==> src/rtl/comp_pkg.sv <==
// Shared types and defaults for the NMR fingerprint comparator.
// State encoding, legal core counts and default widths.
package comp_pkg;

  localparam int CORES_DMR     = 2;
  localparam int CORES_TMR     = 3;
  localparam int DEF_NUM_TASKS = 16;
  localparam int DEF_CRC_WIDTH = 32;
  localparam int DEF_TIMEOUT   = 1024;

  typedef enum logic [3:0] {
    S_IDLE          = 4'd0,
    S_SET_TASK      = 4'd1,
    S_LOAD0         = 4'd2,
    S_LOAD1         = 4'd3,
    S_CHECK_STATUS  = 4'd4,
    S_TASK_COMPLETE = 4'd5,
    S_COMPARE       = 4'd6,
    S_INCREMENT     = 4'd7,
    S_CHECK_DONE    = 4'd8,
    S_MISMATCH      = 4'd9,
    S_RESET_READY   = 4'd10,
    S_VERIFIED      = 4'd11,
    S_WRITE_STATUS  = 4'd12
  } state_e;

endpackage

==> src/rtl/comp_voter.sv <==
// Combinational fingerprint voter for 2 (exact match) or 3 (majority)
// cores; reports the outvoted core when a majority masks a fault.
module comp_voter
  import comp_pkg::*;
#(
  parameter int NUM_CORES = CORES_DMR,
  parameter int CRC_WIDTH = DEF_CRC_WIDTH
) (
  input  logic [NUM_CORES*CRC_WIDTH-1:0] fprint,
  output logic                           pass,
  output logic [NUM_CORES-1:0]           faulty
);

  logic [CRC_WIDTH-1:0] f0, f1;

  assign f0 = fprint[0 +: CRC_WIDTH];
  assign f1 = fprint[CRC_WIDTH +: CRC_WIDTH];

  if (NUM_CORES == CORES_TMR) begin : g_tmr
    logic [CRC_WIDTH-1:0] f2;
    logic e01, e02, e12;

    assign f2  = fprint[2*CRC_WIDTH +: CRC_WIDTH];
    assign e01 = (f0 == f1);
    assign e02 = (f0 == f2);
    assign e12 = (f1 == f2);

    always_comb begin
      pass   = 1'b1;
      faulty = '0;
      priority case (1'b1)
        e01 && e12: pass = 1'b1;
        e01:        faulty = NUM_CORES'(3'b100);
        e02:        faulty = NUM_CORES'(3'b010);
        e12:        faulty = NUM_CORES'(3'b001);
        default:    pass = 1'b0;
      endcase
    end
  end else begin : g_dmr
    assign pass   = (f0 == f1);
    assign faulty = '0;
  end

endmodule

==> src/rtl/comparator_nmr.sv <==
// Round-robin task scanner and fingerprint compare FSM for NMR cores.
// Define COMP_TIMEOUT_EN to add the handshake watchdog and comp_timeout.
module comparator_nmr
  import comp_pkg::*;
#(
  parameter int NUM_TASKS      = DEF_NUM_TASKS,
  parameter int NUM_CORES      = CORES_DMR,
  parameter int CRC_WIDTH      = DEF_CRC_WIDTH,
  parameter int TIMEOUT_CYCLES = DEF_TIMEOUT
) (
  input  logic                           clk,
  input  logic                           reset_n,
  input  logic [NUM_TASKS-1:0]           fprints_ready,
  input  logic [NUM_TASKS-1:0]           checkin,
  input  logic [NUM_CORES*CRC_WIDTH-1:0] fprint,
  input  logic                           heads_match,
  input  logic [NUM_CORES-1:0]           tail_at_head,
  output logic [$clog2(NUM_TASKS)-1:0]   comp_task,
  output logic                           comp_reset_fprint_ready,
  input  logic                           reset_fprint_ack,
  output logic                           comp_task_verified,
  input  logic                           fprint_reg_ack,
  output logic                           comp_status_write,
  input  logic                           comp_status_ack,
  output logic                           comp_increment_tail_pointer,
  output logic                           comp_mismatch_detected,
  output logic [NUM_CORES-1:0]           comp_faulty_core,
  output logic                           comp_busy
`ifdef COMP_TIMEOUT_EN
  ,
  output logic                           comp_timeout
`endif
);

  localparam int TW = $clog2(NUM_TASKS);

  state_e               state_q, state_d, state_nxt;
  logic [TW-1:0]        task_q, task_d;
  logic [TW-1:0]        last_q, last_d;
  logic [TW-1:0]        pick_q, pick_d;
  logic                 mm_q, mm_d;
  logic [NUM_CORES-1:0] faulty_q, faulty_d;

  logic [NUM_TASKS-1:0] req;
  logic [TW-1:0]        scan_idx, pick_idx;
  logic                 pick_found;
  logic                 task_done;
  logic                 vote_pass;
  logic [NUM_CORES-1:0] vote_faulty;

  assign req       = fprints_ready | checkin;
  assign task_done = checkin[task_q];

  comp_voter #(
    .NUM_CORES (NUM_CORES),
    .CRC_WIDTH (CRC_WIDTH)
  ) u_voter (
    .fprint (fprint),
    .pass   (vote_pass),
    .faulty (vote_faulty)
  );

  // Walk downward so the last hit is the first index after last_q.
  always_comb begin
    pick_found = 1'b0;
    pick_idx   = '0;
    scan_idx   = '0;
    for (int i = NUM_TASKS - 1; i >= 0; i--) begin
      scan_idx = TW'((int'(last_q) + i + 1) % NUM_TASKS);
      if (req[scan_idx]) begin
        pick_found = 1'b1;
        pick_idx   = scan_idx;
      end
    end
  end

  always_comb begin
    state_nxt = state_q;
    task_d    = task_q;
    last_d    = last_q;
    pick_d    = pick_q;
    mm_d      = mm_q;
    faulty_d  = faulty_q;
    unique case (state_q)
      S_IDLE: begin
        task_d   = '0;
        mm_d     = 1'b0;
        faulty_d = '0;
        if (pick_found) begin
          pick_d    = pick_idx;
          state_nxt = S_SET_TASK;
        end
      end
      S_SET_TASK: begin
        task_d    = pick_q;
        last_d    = pick_q;
        state_nxt = S_LOAD0;
      end
      S_LOAD0:        state_nxt = S_LOAD1;
      S_LOAD1:        state_nxt = S_CHECK_STATUS;
      S_CHECK_STATUS:
        state_nxt = task_done ? S_TASK_COMPLETE : S_COMPARE;
      S_TASK_COMPLETE: begin
        if (!heads_match)       state_nxt = S_MISMATCH;
        else if (&tail_at_head) state_nxt = S_VERIFIED;
        else                    state_nxt = S_COMPARE;
      end
      S_COMPARE: begin
        faulty_d  = faulty_q | vote_faulty;
        state_nxt = vote_pass ? S_INCREMENT : S_MISMATCH;
      end
      S_INCREMENT:    state_nxt = S_CHECK_DONE;
      S_CHECK_DONE:
        state_nxt = (|tail_at_head) ? S_RESET_READY : S_COMPARE;
      S_MISMATCH: begin
        mm_d      = 1'b1;
        state_nxt = S_RESET_READY;
      end
      S_RESET_READY: begin
        if (reset_fprint_ack)
          state_nxt = (task_done || mm_q) ? S_VERIFIED : S_IDLE;
      end
      S_VERIFIED:
        if (fprint_reg_ack) state_nxt = S_WRITE_STATUS;
      S_WRITE_STATUS:
        if (comp_status_ack) state_nxt = S_IDLE;
      default:        state_nxt = S_IDLE;
    endcase
  end

`ifdef COMP_TIMEOUT_EN
  localparam int CW = $clog2(TIMEOUT_CYCLES) + 1;
  localparam logic [CW-1:0] TMO_LAST = CW'(TIMEOUT_CYCLES - 1);

  logic [CW-1:0] tmo_cnt_q, tmo_cnt_d;
  logic          tmo_q, tmo_d;
  logic          waiting, stay, tmo_hit;

  assign waiting = (state_q == S_RESET_READY) ||
                   (state_q == S_VERIFIED) ||
                   (state_q == S_WRITE_STATUS);
  // Wait states only move on their ack, so "stay" means no ack yet.
  assign stay    = waiting && (state_nxt == state_q);
  assign tmo_hit = stay && (tmo_cnt_q == TMO_LAST);

  always_comb begin
    tmo_d     = tmo_hit;
    tmo_cnt_d = '0;
    state_d   = tmo_hit ? S_IDLE : state_nxt;
    if (stay && !tmo_hit) tmo_cnt_d = tmo_cnt_q + 1'b1;
  end

  always_ff @(posedge clk) begin
    if (!reset_n) begin
      tmo_cnt_q <= '0;
      tmo_q     <= 1'b0;
    end else begin
      tmo_cnt_q <= tmo_cnt_d;
      tmo_q     <= tmo_d;
    end
  end

  assign comp_timeout = tmo_q;
`else
  assign state_d = state_nxt;
`endif

  always_ff @(posedge clk) begin
    if (!reset_n) begin
      state_q  <= S_IDLE;
      task_q   <= '0;
      last_q   <= TW'(NUM_TASKS - 1);
      pick_q   <= '0;
      mm_q     <= 1'b0;
      faulty_q <= '0;
    end else begin
      state_q  <= state_d;
      task_q   <= task_d;
      last_q   <= last_d;
      pick_q   <= pick_d;
      mm_q     <= mm_d;
      faulty_q <= faulty_d;
    end
  end

  assign comp_task                   = task_q;
  assign comp_reset_fprint_ready     = (state_q == S_RESET_READY);
  assign comp_task_verified          = (state_q == S_VERIFIED);
  assign comp_status_write           = (state_q == S_WRITE_STATUS);
  assign comp_increment_tail_pointer = (state_q == S_INCREMENT);
  assign comp_mismatch_detected      = mm_q;
  assign comp_faulty_core            = faulty_q;
  assign comp_busy                   = (state_q != S_IDLE);

endmodule

==> config.mk <==
export PLATFORM = sky130hd
export DESIGN_NAME = comparator_nmr
export DESIGN_NICKNAME = d
export VERILOG_FILES = /design/src/rtl/comp_pkg.sv /design/src/rtl/comp_voter.sv /design/src/rtl/comparator_nmr.sv
export SDC_FILE = /design/constraint.sdc
export NUM_CORES = 1
export LEC_CHECK = 0
export BUFFER_PORTS_ARGS = -buffer_cell sky130_fd_sc_hd__buf_4
export CAP_MARGIN = 20
export CELL_PAD_IN_SITES_DETAIL_PLACEMENT = 0
export CELL_PAD_IN_SITES_GLOBAL_PLACEMENT = 2
export CORE_ASPECT_RATIO = 0.9
export CORE_UTILIZATION = 28
export DETAILED_ROUTE_END_ITERATION = 8
export PLACE_DENSITY = 0.79
export SLEW_MARGIN = 10
export SYNTH_ARGS = -nofsm -noshare
export SYNTH_HDL_FRONTEND = slang
export SYNTH_SLANG_ARGS = --single-unit
==> constraint.sdc <==
create_clock -name clk -period 3.6 [get_ports clk]
set_clock_uncertainty 0.15 [all_clocks]
set_input_delay 0 -clock clk [delete_from_list [all_inputs] [get_ports clk]]
set_output_delay 0 -clock clk [all_outputs]
set_load 0.005 [all_outputs]
Word level (Yosys, flattened, before mapping). Cells that the tools add are included.

Bitwise gates (word level): 1. Div/mod/pow operators: 0. Equality and inequality tests: 17. Add/subtract/negate cells: 30. Magnitude comparators: 17. Mux-type cells: 79. Reductions and logical operators: 9. Shift operators: 0. Multipliers: 0.

Operators with widths (count): $mux 4 (25); $lt 4x5->1 const B (17); $bmux 1 s4 (17); $add 4x1->4 const B (15); $pmux 4 s13 (1); $mux 1 (33); $add 4x4->4 const B (8); $eq 32x32->1 (1); $eq 4x4->1 const B (5); $add 4x3->4 const B (4); $eq 4x3->1 const B (4); $or 16x16->16 (1); $add 4x2->4 const B (3); $eq 4x2->1 const B (2); $pmux 4 s2 (1); $ne 2x1->1 const B (3); $eq 4x1->1 const B (1); $logic_not 4->1 (1); $reduce_and 2->1 (2); $reduce_and 4->1 (1); $reduce_bool 2->1 (2); $reduce_bool 4->1 (1); $mux 2 (1); $ne 2x2->1 const B (1); other kinds (3) (3).

ROM bits: 0. Memories: 0. Bits in latches: 0. Bits of input ports: 104. Word-level logic and storage cells: 158. Output and inout bits: 12. Bits in writable memories: 0. Register bits after elaboration: 17.

Depth between registers and ports, before layout. Gate-level depths: netlist (run 1).

Word-level depth: 22. Mapped depth: 14. Mapped depth without buffers: 11.

Cells and area by module. A second synthesis (run 1) with hierarchy kept.

Cells, all modules: 505. Area total of the unflattened synthesis: 4080.2 µm².

By module, submodules not included: comparator_nmr (seq. area each 380.4 µm², cells an instance 459, area each 3714.8 µm², instances 1); comp_voter (seq. area each 0.0 µm², cells an instance 46, area each 365.4 µm², instances 1).

Worst setup path after synthesis (run 1). Ideal clock, no wire load.

Path kind: reg2reg. From: register last_q[0]. To: register pick_q[1]. Setup slack: -0.090 ns. Stages on the path, launching flop included: 14. Path buffers: 3. Clock period less this slack: 3.690 ns. Setup time: 0.116 ns. Required time: 3.334 ns. Arrival time: 3.425 ns. Path through: dfxtp_1 > buf_6 > inv_2 > buf_2 > ha_1 > buf_2 > nor2b_1 > or2_1 > mux4_2 > a21oi_2 > and2_1 > o31ai_1 > or4_1 > a31o_1.

Word-level cells in the longest chain between the ends: 21. Elaborated cells between the ends (all ways): 95. Those cells by class: 30 x add/sub; 64 x mux; 1 x reduce/logical.

Ends and longest elaborated chain: start: declaration (line comparator_nmr.sv:39) `logic [TW-1:0] last_q, last_d;`; start signal: assignment (line comparator_nmr.sv:172) `last_q <= TW'(NUM_TASKS - 1);`; start signal: assignment (line comparator_nmr.sv:179) `last_q <= last_d;`; $add 4x4->4 (line comparator_nmr.sv:69) `scan_idx = TW'((int'(last_q) + i + 1) % NUM_TASKS);`; $add 4x1->4 (line comparator_nmr.sv:69); $bmux 1 s4 (line comparator_nmr.sv:70) `if (req[scan_idx]) begin`; $mux 1 (implied by the code) (line comparator_nmr.sv:70); $mux 1 (16 in a row) (line comparator_nmr.sv:70); $reduce_and 2->1 (no line); end signal: assignment (line comparator_nmr.sv:180) `pick_q <= pick_d;`; end: declaration (line comparator_nmr.sv:40) `logic [TW-1:0] pick_q, pick_d;`.

Parallel ways exist; a longest one is shown, timed or not. The select of a mux whose other input is x is not followed. A chain may end at the register's enable or synchronous reset.

Worst setup path in the final report (run 1). Ends and elaborated chain as after synthesis.

==> results of run 1 <==
-- cell type report --
cell class,instances,area [um^2]
Tap cell,168,210
Timing Repair Buffer,163,1240
Multi-Input combinational cell,406,3420
Clock buffer,3,75.1
Sequential cell,17,342
Inverter,13,48.8
Clock inverter,1,5.00
Fill cell,1348,8170
-- registers in the layout, indices dropped and copies added, names as in the netlist --
register,flops
comp_mismatch_detected,1
pick_q,4
last_q,4
comp_task,4
state_q,4
-- cell usage after synthesis (all sizes together), types with 4 or more instances --
cell	number	share of area
mux4	37	0.21
a31oi	8	0.013
inv	12	0.011
nor3	27	0.034
a211oi	10	0.019
a22oi	10	0.019
xor2	20	0.045
nor2	33	0.032
nand3	8	0.010
mux2i	17	0.047
nor4	12	0.023
xnor2	28	0.070
buf	18	0.028
ha	8	0.026
nand4	6	0.0096
mux2	9	0.026
nand2b	5	0.0080
a21oi	31	0.043
dfxtp	17	0.087
o211ai	8	0.015
o21ai	18	0.023
nand2	43	0.041
nor3b	5	0.011
clkbuf	9	0.0086
a21o	5	0.0096
and2	5	0.0080
nor2b	4	0.0064
-- layer usage --
layer  wire, um  global-route usage  up-vias  share of wire
li1           -                   -     2078              -
met1       6770               0.297     2152           0.44
met2       6820               0.329      232           0.45
met3       1530              0.0439       16           0.10
met4        191              0.0405        0          0.012
met5          0                   0        -              0
-- cells in the final DEF (no fill, tap or decap), drive strengths merged, types with 6 or more instances in the layout --
cell type	n
a31oi	8
xor2	20
inv	12
dfxtp	17
o21ai	18
ha	8
buf	161
nor4	12
nand2	43
o211ai	8
nand3	8
a22oi	10
a211oi	10
a21oi	31
nor2	33
mux4	37
xnor2	28
mux2	9
nand4	6
mux2i	17
nor3	27
-- worst paths after layout --
check        cells after the start           end  slack [ps]
max                             12     pick_q[1]         130
min                              3    state_q[0]          40
max reg2reg                     12     pick_q[1]         130
min reg2reg                      2  comp_task[3]         330
-- cell families after synthesis --
| kind of cell | Yosys count | share of synthesized area |
|---|---|---|
| fa+ha+maj | 8 | 0.0255 |
| flops | 17 | 0.0867 |
| simple gates | 160 | 0.206 |
| xor+xnor | 50 | 0.126 |
| other cells | 1 | 0.000955 |
| buf+inv | 40 | 0.0494 |
| mux | 63 | 0.286 |
| compound gates | 123 | 0.220 |
-- what timing repair did --
item                       in CTS  in global routing
gates resized for setup         0                  8
hold buffers                    2                  0
setup endpoints to repair       0                  6
hold endpoints to repair        6                  0
-- tightest hold or removal path, stage by stage --
cell       delay [ps]
buf_4              80
nor4_1             60
a2111oi_2         230
-- where the power goes --
part | switching, mW | internal, mW | total, mW
clock | 0.0795 | 0.149 | 0.228
combinational | 2.36 | 1.98 | 4.33
sequential | 0.105 | 0.242 | 0.346
==> impl_metrics.yaml, run 1 <==
route:
  first_pass_iters: 4
  routed_wl_mm: 15.3
  drc: 0
  routed-via-count: 4478
  post_drt_via_cell_ratio: 5.81
  ant_nets: 0
  drtIter0Drc: 340
  drt-wirelength-per-cell_um: 19.9
placed_design:
  io_buffers: 113
  gp_congestion: 0.923
  place_inst: 765
  place_hpwl_mm: 12.6
  place_area_mm2: 0.00522
  pre_cts_ws_ps: 115
grt:
  antenna_found_initial: 0
  grt_overflow: 0
  grt_pass1_vias: 4147
  grt_usage: 0.209
  grt_max_degree: 45
  grt_pass1_wl_mm: 23.7
setup_path:
  criticalPathCategory: "flop to flop"
  crit_arrival_ps: 3460
  crit_chain: "inv_2 > ha_1 > xnor2_2 > buf_4 > mux4_2 > mux2i_2 > mux2_2 > nor4_1 > a211oi_1 > a221oi_1 > or4_1 > a31o_1"
  crit_buf_inv: 2
  worst_path_largest_cell_delay_ps: 560
  worstPathMaxFanout: 5
  cp_data_required_time_ps: 3590
  crit_start: "last_q[0]"
  timing.rr.start: "last_q[0]"
  crit_path_start_kind: "flop"
  end_kind: "flop"
  path_delay_family: "multiplexers"
  critPathSlowestCell: "or4_1"
clocking:
  cts_tree: "yes"
  clock_path_buffers: 2
  clk_pin_slew_ps: 60
  post_cts_buffers: 0
  cts-root-buf: "clkbuf_16"
  clock-sinks: 17
  htreeDepth: 1
  clk_latency_ps: 250
  numCtsBuffers: 3
sta:
  max_freq_ghz: 0.288
  setup-violations-final: 0
  finalHoldViolCount: 0
  finalSetupTns_ps: 0
  finalCritPeriodShare: 0.963
  relSlewSlack: 0.440
  rsz0062_at_grt: "no"
  fin_ws_ps: 132
  slew_viol_final: 0
  min_period_ps: 3470
  fin_hold_ws_ps: 42.3
  tightest_slew_ps: 834
pwr:
  p_leak_nw: 2.15
  power_density_mw_per_mm2: 918
  total_power_mw: 4.91
  ir_worst_vdd_uv: 338
floorplanning:
  core_mm2: 0.0135
  pin_count: 116
  die_height_um: 114
  start_util: 0.290
  fp.dieW_um: 127
  dieArea_mm2: 0.0145
  rows: 40
final_layout:
  finalNonFillerCells: 771
  diodes: 0
  drive_above_1_share: 0.395
  postLayoutCellArea_mm2: 0.00534
  nets: 716
  syn2layout_area_growth_pct: 36.1
  finalCoreUtilization: 0.395
yosys:
  syn_area_per_cell_um2: 8.50
  synth_edf_count: 0
  yosysSeqAreaShare: 0.0867
  synth_cells: 462
  ys.flop_type: "dfxtp_1"
  async_flop_share: 0
  yosysWarnings: 0
  syn-cell-area_mm2: 0.00393
  yosysUniqueCellTypes: 71
  ys_ff_latch: 17
run:
  maxCapViolCount: 0
outcome:
  status: "completed"
hold_path:
  hold_class: "input port to flop"
  hold_start: "reset_fprint_ack"
No activity file was read; power rests on OpenSTA's default activity.
==> inputs of run 2 (changes only) <==
Settings changed: RECOVER_POWER set to 25.
==> impl_metrics.yaml, run 2 (synthesized netlist as in run 1, its figures left out) <==
floorplanning:
  die_height_um: 114
  start_util: 0.290
  dieArea_mm2: 0.0145
  fp.dieW_um: 127
  rows: 40
  pin_count: 116
  core_mm2: 0.0135
pwr:
  seq_power_share: 0.071
  power_density_mw_per_mm2: 919
  swShare: 0.518
  p_leak_nw: 2.14
  clockPowerShare: 0.047
  ir_worst_vdd_uv: 338
  power_switching_mw: 2.54
  p_comb_frac: 0.883
  p_int_mw: 2.37
route:
  first_pass_iters: 5
  post_drt_via_cell_ratio: 5.87
  drt-wirelength-per-cell_um: 19.9
  drtIter0Drc: 340
  drc: 0
  routed_wl_mm: 15.4
  routed-via-count: 4523
  ant_nets: 0
setup_path:
  critPathSlowestCell: "or4_1"
  crit_path_start_kind: "flop"
  worstPathMaxFanout: 5
  cp_data_required_time_ps: 3590
  criticalPathCategory: "flop to flop"
  end_kind: "flop"
  crit_arrival_ps: 3460
  worst_path_largest_cell_delay_ps: 560
  crit_chain: "inv_2 > ha_1 > xnor2_2 > buf_4 > mux4_2 > mux2i_2 > mux2_2 > nor4_1 > a211oi_1 > a221oi_1 > or4_1 > a31o_1"
hold_path:
  hold_class: "input port to flop"
clocking:
  clock_path_buffers: 2
  cts_tree: "yes"
  htreeDepth: 1
  clk_latency_ps: 250
  clock-sinks: 17
  clk_pin_slew_ps: 60
  numCtsBuffers: 3
  cts-root-buf: "clkbuf_16"
  post_cts_buffers: 0
final_layout:
  diodes: 0
  drive_above_1_share: 0.391
  syn2layout_area_growth_pct: 36.0
  finalCoreUtilization: 0.395
  nets: 716
  layout_common_cells: "buf_4, nand2_1, mux4_2"
  final_common_cell: "buf_4"
sta:
  min_period_ps: 3460
  finalHoldViolCount: 0
  finalCritPeriodShare: 0.962
  max_freq_ghz: 0.289
  fin_hold_ws_ps: 42.6
  finalSetupTns_ps: 0
  tightest_slew_ps: 834
  relSlewSlack: 0.440
  slew_viol_final: 0
  rsz0062_at_grt: "no"
  fin_ws_ps: 136
  setup-violations-final: 0
grt:
  grt_overflow: 0
  grt_usage: 0.209
  grt_pass1_wl_mm: 23.7
  antenna_found_initial: 0
  grt_max_degree: 45
  grt_pass1_vias: 4147
placed_design:
  place_hpwl_mm: 12.6
  gp_congestion: 0.923
  io_buffers: 113
  pre_cts_ws_ps: 115
outcome:
  status: "completed"
run:
  maxCapViolCount: 0
==> run 2: changes by cell type in the layout (fill, tap and decap cells not counted) <==
cell,change
clkbuf_4,+3
clkbuf_1,+2
buf_4,-5
==> run 2: worst paths after layout <==
check | from | to | slack [ps] | cells past startpoint
setup / recovery | last_q[0] | pick_q[1] | 140 | 12
hold / removal | reset_fprint_ack | state_q[0] | 40 | 3
setup reg to reg | last_q[0] | pick_q[1] | 140 | 12
hold reg to reg | comp_task[3] | comp_task[3] | 330 | 2
==> run 2: per-layer routing <==
metal / vias to the layer above / wire length, um / GRT usage
met3: 16 / 1510 / 0.0439
li1: 2082 / - / -
met5: - / 0 / 0
met1: 2176 / 6820 / 0.297
met2: 249 / 6830 / 0.329
met4: 0 / 192 / 0.0405
==> run 2: worst max-delay path: cells and delay by family, from the launching register on <==
family / cells / cell delay (ps)
buf+inv: 2 / 250
xor+xnor: 1 / 160
mux: 3 / 920
fa+ha+maj: 1 / 240
simple gates: 2 / 610
flops: 1 / 420
compound gates: 3 / 600
==> run 2: through the flow <==
step           power, mW  cells  area [um^2]
3_3_place_gp        4.59    765         5220
6_report            4.91    771         5340
2_1_floorplan       3.18    463         3940
3_5_place_dp        4.57    765         5220
5_1_grt             5.26    771         5340
4_1_cts             4.82    771         5320
==> run 2: final cells by class <==
type                    count  area, um^2
inverters                  13        48.8
multi-input cells         406        3420
clock buffers               3        75.1
clock inverters             1        5.00
repair buffers            163        1230
fillers                  1352        8180
well taps                 168         210
flip-flops and latches     17         342
==> run 2: repair_timing <==
action,CTS,global route
endpoints found under the setup margin,0,6
hold endpoints to repair,6,0
gates resized for setup,0,8
hold buffers,2,0
==> run 2: power by group through the flow <==
stage | combinational, mW | clock (mW) | sequential, mW
floorplan | 2.89 | 0 | 0.281
global placement | 4.24 | 0 | 0.350
detailed placement | 4.22 | 0 | 0.348
CTS | 4.24 | 0.232 | 0.345
global route | 4.66 | 0.237 | 0.358
finish | 4.33 | 0.228 | 0.347
